===== src/rtl/addernet_result_collector.sv =====
// addernet_result_collector
//   Sums NTILE partial results (each one kernel slice of sum|x-w|) per output
//   activation, negates and saturates the total to OW bits, and buffers the
//   result in a show-ahead FIFO with a valid/ready output. Also returns a
//   credit (o_in_ready) to the upstream feeder, which cannot be stalled once
//   an input has been issued.
// Ports:
//   CLK, RST      clock, asynchronous active-high reset
//   i_clear       abort the current tile sequence (FIFO untouched)
//   i_valid       i_result carries one partial sum this cycle
//   i_result      unsigned partial sum, RW bits
//   o_in_ready    credit: safe to issue a new core input this cycle
//   o_valid       FIFO head valid
//   o_data        FIFO head (two's complement), 0 when empty
//   i_ready       downstream accepts the head when o_valid && i_ready
//   o_overflow    sticky: a finished result was dropped on a full FIFO
module addernet_result_collector #(
   parameter int unsigned RW    = 16,
   parameter int unsigned NTILE = 4,
   parameter int unsigned OW    = 16,
   parameter int unsigned DEPTH = 4
) (
   input  logic          CLK,
   input  logic          RST,
   input  logic          i_clear,
   input  logic          i_valid,
   input  logic [RW-1:0] i_result,
   output logic          o_in_ready,
   output logic          o_valid,
   output logic [OW-1:0] o_data,
   input  logic          i_ready,
   output logic          o_overflow
);

   localparam int unsigned AW   = RW + $clog2(NTILE) + 1;
   localparam int unsigned TW   = (NTILE > 1) ? $clog2(NTILE) : 1;
   localparam int unsigned PW   = $clog2(DEPTH);
   localparam int unsigned CNTW = PW + 1;
   // Wide enough to hold both the sum and the 2^(OW-1) saturation limit
   localparam int unsigned CW   = ((AW > OW) ? AW : OW) + 1;

   typedef enum logic {
      ACC_IDLE,
      ACC_RUN
   } acc_state_e;

   acc_state_e        state_q, state_d;
   logic [TW-1:0]     tcnt_q, tcnt_d;
   logic [AW-1:0]     acc_q, acc_d;
   logic [AW-1:0]     sum_c;
   logic [CW-1:0]     sum_w_c;
   logic              last_c;
   logic              push_c;
   logic [OW-1:0]     push_val_c;

   logic [OW-1:0]     mem_q [DEPTH];
   logic [PW-1:0]     wr_ptr_q, rd_ptr_q;
   logic [CNTW-1:0]   cnt_q, cnt_d;
   logic              overflow_q;
   logic              pop_c, full_c, wr_c;

   // Tile accumulation FSM: next state, accumulator and completion push
   always_comb begin
      state_d = state_q;
      tcnt_d  = tcnt_q;
      acc_d   = acc_q;
      push_c  = 1'b0;
      sum_c   = acc_q + AW'(i_result);
      last_c  = (tcnt_q == TW'(NTILE - 1));
      if (i_clear) begin
         state_d = ACC_IDLE;
         tcnt_d  = '0;
         acc_d   = '0;
      end else if (i_valid) begin
         if (last_c) begin
            push_c  = 1'b1;
            state_d = ACC_IDLE;
            tcnt_d  = '0;
            acc_d   = '0;
         end else begin
            state_d = ACC_RUN;
            tcnt_d  = tcnt_q + TW'(1);
            acc_d   = sum_c;
         end
      end
   end

   // Negate the finished sum; clamp to the most negative OW-bit value
   always_comb begin
      sum_w_c = CW'(sum_c);
      if (sum_w_c > (CW'(1) << (OW - 1))) begin
         push_val_c = {1'b1, {(OW - 1){1'b0}}};
      end else begin
         push_val_c = OW'(CW'(0) - sum_w_c);
      end
   end

   always_ff @(posedge CLK or posedge RST) begin
      if (RST) begin
         state_q <= ACC_IDLE;
         tcnt_q  <= '0;
         acc_q   <= '0;
      end else begin
         state_q <= state_d;
         tcnt_q  <= tcnt_d;
         acc_q   <= acc_d;
      end
   end

   // FIFO control: a full FIFO still accepts a push when the head pops together
   always_comb begin
      pop_c  = o_valid && i_ready;
      full_c = (cnt_q == CNTW'(DEPTH));
      wr_c   = push_c && (!full_c || pop_c);
      cnt_d  = cnt_q + CNTW'(wr_c) - CNTW'(pop_c);
   end

   always_ff @(posedge CLK or posedge RST) begin
      if (RST) begin
         for (int i = 0; i < int'(DEPTH); i++) begin
            mem_q[i] <= '0;
         end
         wr_ptr_q   <= '0;
         rd_ptr_q   <= '0;
         cnt_q      <= '0;
         overflow_q <= 1'b0;
      end else begin
         if (wr_c) begin
            mem_q[wr_ptr_q] <= push_val_c;
            wr_ptr_q        <= wr_ptr_q + PW'(1);
         end
         if (pop_c) begin
            rd_ptr_q <= rd_ptr_q + PW'(1);
         end
         cnt_q <= cnt_d;
         if (push_c && !wr_c) begin
            overflow_q <= 1'b1;
         end
      end
   end

   // Outputs decode registered state only; no path from i_result to o_data
   always_comb begin
      o_valid    = (cnt_q != '0);
      o_data     = o_valid ? mem_q[rd_ptr_q] : '0;
      // Two inputs may already be in the core pipeline plus the one issued now
      o_in_ready = ((CNTW'(DEPTH) - cnt_q) >= CNTW'(3));
      o_overflow = overflow_q;
   end

endmodule


===== config.mk =====
export PLATFORM = sky130hd
export DESIGN_NAME = addernet_result_collector
export DESIGN_NICKNAME = d
export VERILOG_FILES = /design/src/rtl/addernet_result_collector.sv
export SDC_FILE = /design/constraint.sdc
export NUM_CORES = 1
export LEC_CHECK = 0
export ABC_AREA = 0
export CAP_MARGIN = 20
export CORE_UTILIZATION = 45
export DETAILED_ROUTE_END_ITERATION = 10
export GPL_ROUTABILITY_DRIVEN = 0
export SLEW_MARGIN = 20
export SYNTH_ARGS = -nofsm -noshare
export SYNTH_HDL_FRONTEND = slang
export SYNTH_SLANG_ARGS = --single-unit

===== constraint.sdc =====
create_clock -name CLK -period 4.3 [get_ports CLK]
set_clock_uncertainty 0.2 [all_clocks]
set_input_delay 0.86 -clock CLK [delete_from_list [all_inputs] [get_ports CLK]]
set_output_delay 0.86 -clock CLK [all_outputs]
set_load 0.03 [all_outputs]

==> results_dict.tcl <==
set metrics [dict create \
    grt.overflow.total 0 \
    fin_crit_sh_pct 95.0 \
    cts.htree.levels 3 \
    multi_input_area_mm2 0.00311 \
    p_comb_share_pct 37.4 \
    finalInstanceArea_mm2 0.00673 \
    cts_tree "done" \
    ant_nets 0 \
    routed_wl_mm 13.8 \
    dp_hpwl_mm 9.44 \
    hold_violations 0 \
    critPathSlowestCell "clkdlybuf4s50_1" \
    die_area_mm2 0.0130 \
    viasPerCell 5.71 \
    seq_area_frac_synth_pct 41.1 \
    fmax_ghz 0.245 \
    synth_warnings 0 \
    diodes 0 \
    cp.required_ps 4330 \
    p_sw_mw 1.14 \
    final-seq-area_mm2 0.00233 \
    path_cells "clkdlybuf4s50_1 -> ha_1 -> fa_1 -> a21o_1 -> a221oi_4 -> xnor2_1 -> a2111oi_4 -> nand3_2 -> o41ai_2 -> o21ai_2 -> buf_12 -> o31ai_1" \
    clock-sinks 93 \
    syn_area_per_cell_um2 9.85 \
    wire_per_inst_um 17.2 \
    synth_top_family_by_area "compound AO/OA/AOI/OAI gates" \
    slowest_delay_ps 400 \
    pwr_density_cell_mw_per_mm2 467 \
    yosysMostFrequentCell "nand2_1" \
    syn2layout_area_growth_pct 19.0 \
    yosys.area.top_type "dfrtp_1" \
    fin_nets 677 \
    fill_cells 1121 \
    placed_area_mm2 0.00640 \
    synth_xor_area_share_pct 3.72 \
    synth_top_cell_area_share_pct 41.1 \
    async_flop_share_pct 100 \
    ctsHoldBuffers 0 \
    dr.pass1.iters 5 \
    layout-drive-gt1-share_pct 14.3 \
    ys_top_cells_by_area "dfrtp_1 (41%), nand2_1 (7.2%), mux4_2 (6.4%)" \
    syn_inst 574 \
    clockRootBuffer "clkbuf_16" \
    wl_met2_mm 6.54 \
    seqPwrFrac_pct 34.2 \
    r2r_end "mem_q[51]$_DFFE_PP0P_" \
    syn_nets 625 \
    path_max_fanout 52 \
    maxCapViolCount 0 \
    crit_type "in2reg" \
    min_period_ps 4080 \
    vias 4564 \
    top_layer_used "met4" \
    grt_pass1_vias 4559 \
    synth_cell_type_count 64 \
    whs_path_depth 2 \
    clkPwrFrac_pct 28.4 \
    clk-insertion-delay-late_ps 340 \
    startpoint_type "input port" \
    p_int_mw 2.00 \
    max-slew-margin-rel_pct 26.0 \
    sw_frac_of_total_pct 36.3 \
    num_rows 40 \
    vdd_drop_max_v 0.000432 \
    grt_first_pass_wirelength_mm 23.4 \
    antenna_found_initial 0 \
    synthAdderAreaFrac_pct 6.90 \
    drt_iter0_drc 372 \
    reg2reg_from "acc_q[0]$_DFFE_PP0P_" \
    synth_common_cells "nand2_1 (109), dfrtp_1 (93), o21ai_0 (38), o31ai_1 (30), ha_1 (28)" \
    synth_compound_area_share_pct 20.6 \
    holdCritPathClass "reg2reg" \
    grt_max_degree 63 \
    drc 0 \
    muxShareOfSynthArea_pct 7.28 \
    report.final.setup_viol 0 \
    outcome "complete, no violations" \
    ff2ff_path_depth 11 \
    hp-start "mem_q[27]$_DFFE_PP0P_" \
    slew_violations 0 \
    min_to "mem_q[27]$_DFFE_PP0P_" \
    r2r_slack_ps 760 \
    initial_utilization_pct 46.7 \
    core_area_mm2 0.0121 \
    arrival_ps 4110 \
    rsz0062_at_grt "false" \
    final_cells 799 \
    fp.dieH_um 114 \
    track_usage_pct 23.3 \
    tightestPinTransition_ps 1110 \
    io_pins 40 \
    cts_made_buffers 9 \
    worstSetupEndpointType "flip-flop" \
    synth_ff_type "dfrtp_1" \
    synth-simple-area-share_pct 16.3 \
    leakage_nw 2.96 \
    fp.dieW_um 114 \
    clock_path_buffers 2 \
    timing.hold.ws_ps 276 \
    wl_met3_um 631 \
    drt-met1-wl_mm 6.42 \
    synth_enable_flop_cells 0 \
    tns_ps 0 \
    portBuffers 39 \
    ys_ff_latch 93 \
    synth_area_mm2 0.00566 \
    dp.cells 783 \
    final_core_util_pct 55.6 \
    clk_pin_slew_ps 70 \
]
## power groups by stage
stage	combinational, mW	sequential [mW]	clock [mW]
2_1_floorplan	0.839	1.03	0
3_3_place_gp	1.15	1.09	0
3_5_place_dp	1.18	1.09	0
4_1_cts	1.18	1.07	0.911
5_1_grt	1.31	1.09	0.947
6_report	1.18	1.07	0.893
## how the worst max path moves through the flow
stage               cells after the start  slack [ps]         from                    end
floorplan                              11         510  i_result[0]  mem_q[27]$_DFFE_PP0P_
global placement                       12         -70  i_result[0]  mem_q[51]$_DFFE_PP0P_
detailed placement                     12        -160  i_result[0]  mem_q[57]$_DFFE_PP0P_
CTS                                    12         220  i_result[0]  mem_q[57]$_DFFE_PP0P_
global route                           12           6  i_result[0]  mem_q[60]$_DFFE_PP0P_
finish                                 12         220  i_result[0]  mem_q[51]$_DFFE_PP0P_
## cell type report
cell class | count | share of cell area (%)
well taps | 168 | 3.12
repair buffers | 77 | 10.4
clock buffers | 10 | 3.55
inverters | 15 | 0.855
clock inverters | 6 | 1.36
multi-input cells | 430 | 46.1
flip-flops and latches | 93 | 34.6
## through the flow
step | worst slack (ps) | total power [mW]
2_1_floorplan | 505 | 1.86
3_3_place_gp | -71.3 | 2.24
3_5_place_dp | -160 | 2.27
4_1_cts | 217 | 3.17
5_1_grt | 5.70 | 3.34
6_report | 216 | 3.14
## placed cells by master (no fill, tap or decap), drive strengths merged, types with 3 or more instances in the layout
cell type,n
nor2,24
xnor2,16
a21oi,22
clkbuf,10
buf,38
o41ai,10
inv,16
dfrtp,93
mux4,16
nand3,6
a21o,10
nor3,7
clkdlybuf4s50,39
nand2,109
nand4,4
xor2,8
mux2i,4
a211oi,5
or3,4
o21ai,40
clkinv,3
and3,6
ha,28
nor4,5
a22o,13
and2,22
o31ai,34
## registers in the layout, indices dropped and copies added (netlist names)
signal / count
acc_q: 19
cnt_q: 3
mem_q: 64
o_overflow: 1
rd_ptr_q: 2
tcnt_q: 2
wr_ptr_q: 2
## kinds of logic (layout without fill, tap and decap cells)
family	Yosys count	in the layout
and+or+nand+nor	198	198
muxes	21	21
DFF	93	93
xor gates and xnor gates	24	24
buffers and inverters	51	108
AOI/OAI and AO/OA	157	157
adders and majority gates	30	30
## layer usage
layer | up-vias | track usage (%)
li1 | 2191 | -
met1 | 2229 | 32.7
met2 | 128 | 37.4
met3 | 16 | 3.23
met4 | 0 | 7.62
met5 | - | 0
## critical path: cells and delay by family
| family | cells | cell delay (ps) |
|---|---|---|
| AOI/OAI and AO/OA | 6 | 1650 |
| xor gates and xnor gates | 1 | 170 |
| and+or+nand+nor | 1 | 180 |
| buffers and inverters | 2 | 600 |
| adders and majority gates | 2 | 630 |
## what timing repair did
| item | in CTS | in global routing |
|---|---|---|
| setup endpoints to repair | 0 | 21 |
| resized for setup | 0 | 1 |
| buffers inserted | 0 | 0 |
| hold endpoints to repair | 0 | 0 |
Note: power is estimated with default switching activity, not from simulation.
